$ cat config.mk
export PLATFORM = sky130hd
export DESIGN_NAME = branch_unit
export DESIGN_NICKNAME = d
export VERILOG_FILES = /design/src/rtl/branch_unit_pkg.sv /design/src/rtl/branch_unit_cmp.sv /design/src/rtl/branch_unit.sv
export SDC_FILE = /design/constraint.sdc
export NUM_CORES = 1
export LEC_CHECK = 0
export CAP_MARGIN = 30
export CORE_ASPECT_RATIO = 0.7
export CORE_MARGIN = 10
export CORE_UTILIZATION = 36
export DETAILED_ROUTE_END_ITERATION = 8
export GPL_TIMING_DRIVEN = 0
export HOLD_SLACK_MARGIN = 0.03
export PLACE_DENSITY = 0.86
export SLEW_MARGIN = 5
export SYNTH_ARGS = -nofsm -noshare
export SYNTH_HDL_FRONTEND = slang
export SYNTH_SLANG_ARGS = --single-unit
$ cat constraint.sdc
create_clock -name i_clk -period 7.55 [get_ports i_clk]
set_clock_uncertainty 0.2 [all_clocks]
set_input_delay 1.51 -clock i_clk [delete_from_list [all_inputs] [get_ports i_clk]]
set_output_delay 1.51 -clock i_clk [all_outputs]
set_load 0.01 [all_outputs]
$ cat src/rtl/branch_unit_pkg.sv
// Shared definitions for the branch-condition evaluator: operand width and
// branch operation encodings ({1'b1, funct3} for conditional branches).
package branch_unit_pkg;

   localparam int XLEN = 32;

   typedef enum logic [3:0] {
      BU_NONE = 4'b0000,
      BU_JUMP = 4'b0001,
      BU_EQ   = 4'b1000,
      BU_NE   = 4'b1001,
      BU_LT   = 4'b1100,
      BU_GE   = 4'b1101,
      BU_LTU  = 4'b1110,
      BU_GEU  = 4'b1111
   } bu_op_t;

endpackage

$ cat src/rtl/branch_unit_cmp.sv
// Combinational operand comparator: equality, signed less-than and unsigned
// less-than over the full operand width, with no extension.
module branch_unit_cmp
   import branch_unit_pkg::*;
#(
   parameter int XLEN = branch_unit_pkg::XLEN
) (
   input  logic [XLEN-1:0] a,
   input  logic [XLEN-1:0] b,
   output logic            eq,
   output logic            lt_s,
   output logic            lt_u
);

   assign eq   = (a == b);
   assign lt_u = (a < b);
   assign lt_s = ($signed(a) < $signed(b));

endmodule

$ cat src/rtl/branch_unit.sv
// RV32 branch-condition evaluator: combinational take flag for PC select plus
// a registered, valid-qualified copy for the pipeline/flush logic.
module branch_unit
   import branch_unit_pkg::*;
#(
   parameter int XLEN = branch_unit_pkg::XLEN
) (
   input  logic            i_clk,
   input  logic            i_rst,
   input  logic [XLEN-1:0] i_a,
   input  logic [XLEN-1:0] i_b,
   input  logic [3:0]      i_op,
   input  logic            i_valid,
   output logic            o_take,
   output logic            o_take_q,
   output logic            o_valid_q
);

   logic eq;
   logic lt_s;
   logic lt_u;
   logic take;

   branch_unit_cmp #(.XLEN(XLEN)) u_cmp (
      .a    (i_a),
      .b    (i_b),
      .eq   (eq),
      .lt_s (lt_s),
      .lt_u (lt_u)
   );

   // Encodings outside the enum fall through to not-taken.
   always_comb begin
      take = 1'b0;
      case (i_op)
         BU_NONE: take = 1'b0;
         BU_JUMP: take = 1'b1;
         BU_EQ:   take = eq;
         BU_NE:   take = ~eq;
         BU_LT:   take = lt_s;
         BU_GE:   take = ~lt_s;
         BU_LTU:  take = lt_u;
         BU_GEU:  take = ~lt_u;
         default: take = 1'b0;
      endcase
   end

   assign o_take = take;

   always_ff @(posedge i_clk) begin
      if (i_rst) begin
         o_take_q  <= 1'b0;
         o_valid_q <= 1'b0;
      end else begin
         o_take_q  <= i_valid & take;
         o_valid_q <= i_valid;
      end
   end

endmodule

==> flow_summary.json <==
{
  "status": "finished, final reports clean",
  "p_int_w": 0.00009677,
  "p_sw_w": 0.00003918,
  "clkPwrFrac_pct": 31.3,
  "multi_input_area_um2": 787.0,
  "die_y_um": 63,
  "clkSinkCount": 2,
  "path_class": "input pin to primary output",
  "drt_iter0_markers": 34,
  "gr-usage-met1_pct": 14.29,
  "diodes": 0,
  "synth_ff_type": "dfxtp_1",
  "clk_path_buf_depth": 2,
  "wl_per_cell_um": 14.45,
  "coreArea_mm2": 0.002496,
  "crit_buf_inv": 3,
  "drive_gt1_share_pct": 1.905,
  "combinationalPowerShare_pct": 60.4,
  "hold_ws_ns": 1.767,
  "p_leak_nw": 0.8687,
  "power_density_mw_per_mm2": 77.01,
  "htreeDepth": 1,
  "postRouteAntennaNets": 0,
  "cp_top_family": "buffers and inverters",
  "hp-class": "input pin to flop",
  "antenna_found_initial": 0,
  "fp.dieArea_mm2": 0.005130,
  "final-seq-area_um2": 40.04,
  "critPathLaunchType": "input pin",
  "yosysTopAreaCellShare_pct": 42.11,
  "grt_max_degree": 6,
  "syn_avg_cell_area_um2": 7.096,
  "grt_pass1_wl_um": 5630,
  "syn_inst": 134,
  "yosysWarnings": 0,
  "path_cells": "clkdlybuf4s50_1, inv_1, ha_1, nand4_1, nor4_1, a21boi_0, o31a_1, or3_1, nand3_1, clkdlybuf4s50_1",
  "worst-path-max-fanout": 4,
  "max_freq_mhz": 167.2,
  "setup_viol": 0,
  "grtUsageMet2_pct": 23.82,
  "drv_slew": 0,
  "gp_congestion": 0.7645,
  "cts_hold_buf": 0,
  "num_rows": 15,
  "dr.pass1.iters": 4,
  "post-synth-top-area-cell": "ha_1",
  "hold_viol": 0,
  "synth_fp_nets": 237,
  "period_minus_slack_ns": 5.983,
  "cts_tree": "yes",
  "worst_slew_margin_rel_pct": 65.95,
  "dpl.hpwl_um": 3314,
  "grt.total_usage_pct": 13.36,
  "slowest_stage": "nor4_1",
  "area.growth.synth_to_final_pct": 85.66,
  "die_w_um": 81.43,
  "drc": 0,
  "post_cts_buffers": 0,
  "clockRootBuffer": "clkbuf_8",
  "overflow": 0,
  "cts_resized": 0,
  "synth_edf_count": 0,
  "mappedNetlistArea_um2": 950.9,
  "required_ns": 5.84,
  "vias_per_cell": 4.975,
  "sw_frac_of_total_pct": 28.82,
  "seq_area_frac_synth_pct": 4.211,
  "worstPathArrival_ns": 4.27,
  "crit_top_cell": "clkdlybuf4s50_1",
  "first_global_vias": 1304,
  "synth_area_leaders": "ha_1, inv_1, a21oi_1",
  "start_util_pct": 38.10,
  "max_cap_viol_count": 0,
  "nNetsFinal": 315,
  "rsz0062_at_grt": "false",
  "netlist_top_cells_count": "inv_1, ha_1, a21oi_1",
  "ys_ff_latch": 2,
  "seq_power_share_pct": 8.3,
  "portBuffers": 73,
  "finalCritPeriodShare_pct": 79.24,
  "vdd_drop_max_mv": 0.04550,
  "clkTransAtPathRegs_ns": 0.03,
  "grt-busiest-layer": "met2",
  "tns_ns": 0,
  "vias": 1214,
  "cp_slowest_stage_delay_ns": 0.53,
  "grt_use_met3_pct": 4.023,
  "yosysMostFrequentCell": "inv_1",
  "ios": 74,
  "endpoint_kind": "primary output",
  "worst_pin_slew_ns": 0.5061,
  "wirelength_um": 3527,
  "async_reset_ff_share_pct": 0,
  "ys_types": 28,
  "cts_buffers": 3,
  "fill_cells": 212
}
==> layout by cell type, fill, tap and decap left out, types with 2 or more instances in the layout <==
cell type and n:
o211ai_1 2, clkdlybuf4s50_1 73, inv_1 33, nand2_1 10, nand3_1 6, ha_1 32, a21oi_1 11, clkbuf_8 3
nor2_1 5, or3_1 2, dfxtp_1 2, a21boi_0 2, o21ai_0 3, nor4_1 2, nand4_1 8, nor3_1 2
==> power by group through the flow <==
stage / Clock, W / Combinational (W) / Sequential [W]
after global routing: 0.0000445 / 0.0000921 / 0.0000113
after detailed placement: 0 / 0.0000823 / 0.0000114
after floorplan: 0 / 0.0000333 / 0.0000117
after CTS: 0.0000436 / 0.0000827 / 0.0000113
final: 0.0000426 / 0.0000821 / 0.0000113
after global placement: 0 / 0.0000781 / 0.0000114
==> sequential cells by signal, indices dropped and copies added (netlist names) <==
register / count
o_valid_q: 1
o_take_q: 1
==> cell families after synthesis <==
| group | Yosys count | synth area share (%) |
|---|---|---|
| simple gates | 40 | 21.84 |
| buf+inv | 33 | 13.03 |
| fa+ha+maj | 32 | 42.10 |
| compound gates | 25 | 16.84 |
| flops | 2 | 4.211 |
| xor+xnor | 1 | 0.9212 |
| mux | 1 | 1.053 |
==> stage by stage <==
step	setup WS [ns]	util [%]	total power [W]	cell area [um2]	cells
2_1_floorplan	2.708	-	0.00004500	950.9	134
3_3_place_gp	1.676	69.07	0.00008954	1724	241
3_5_place_dp	1.597	69.07	0.00009376	1724	241
4_1_cts	1.591	70.73	0.0001376	1765	244
5_1_grt	1.283	70.73	0.0001478	1765	244
6_report	1.567	70.73	0.0001359	1765	244
==> layout make-up <==
type	instances	share of cell area (%)
clock buffers	3	2.339
well taps	34	2.410
multi-input cells	99	44.58
inverters	33	7.016
flip-flops and latches	2	2.268
repair buffers	73	41.39
==> routing by layer <==
| layer | vias up | wire length (um) |
|---|---|---|
| met2 | 47 | 1756 |
| met5 | - | 0 |
| met1 | 533 | 1436 |
| li1 | 626 | - |
| met4 | 0 | 82 |
| met3 | 8 | 251 |
==> final timing paths <==
path	startpoint	to	cells after the start
worst max-delay path	i_b[14]	o_take	10
worst min-delay path	i_valid	o_valid_q$_SDFF_PP0_	3
Note: power is estimated with default switching activity, not from simulation.
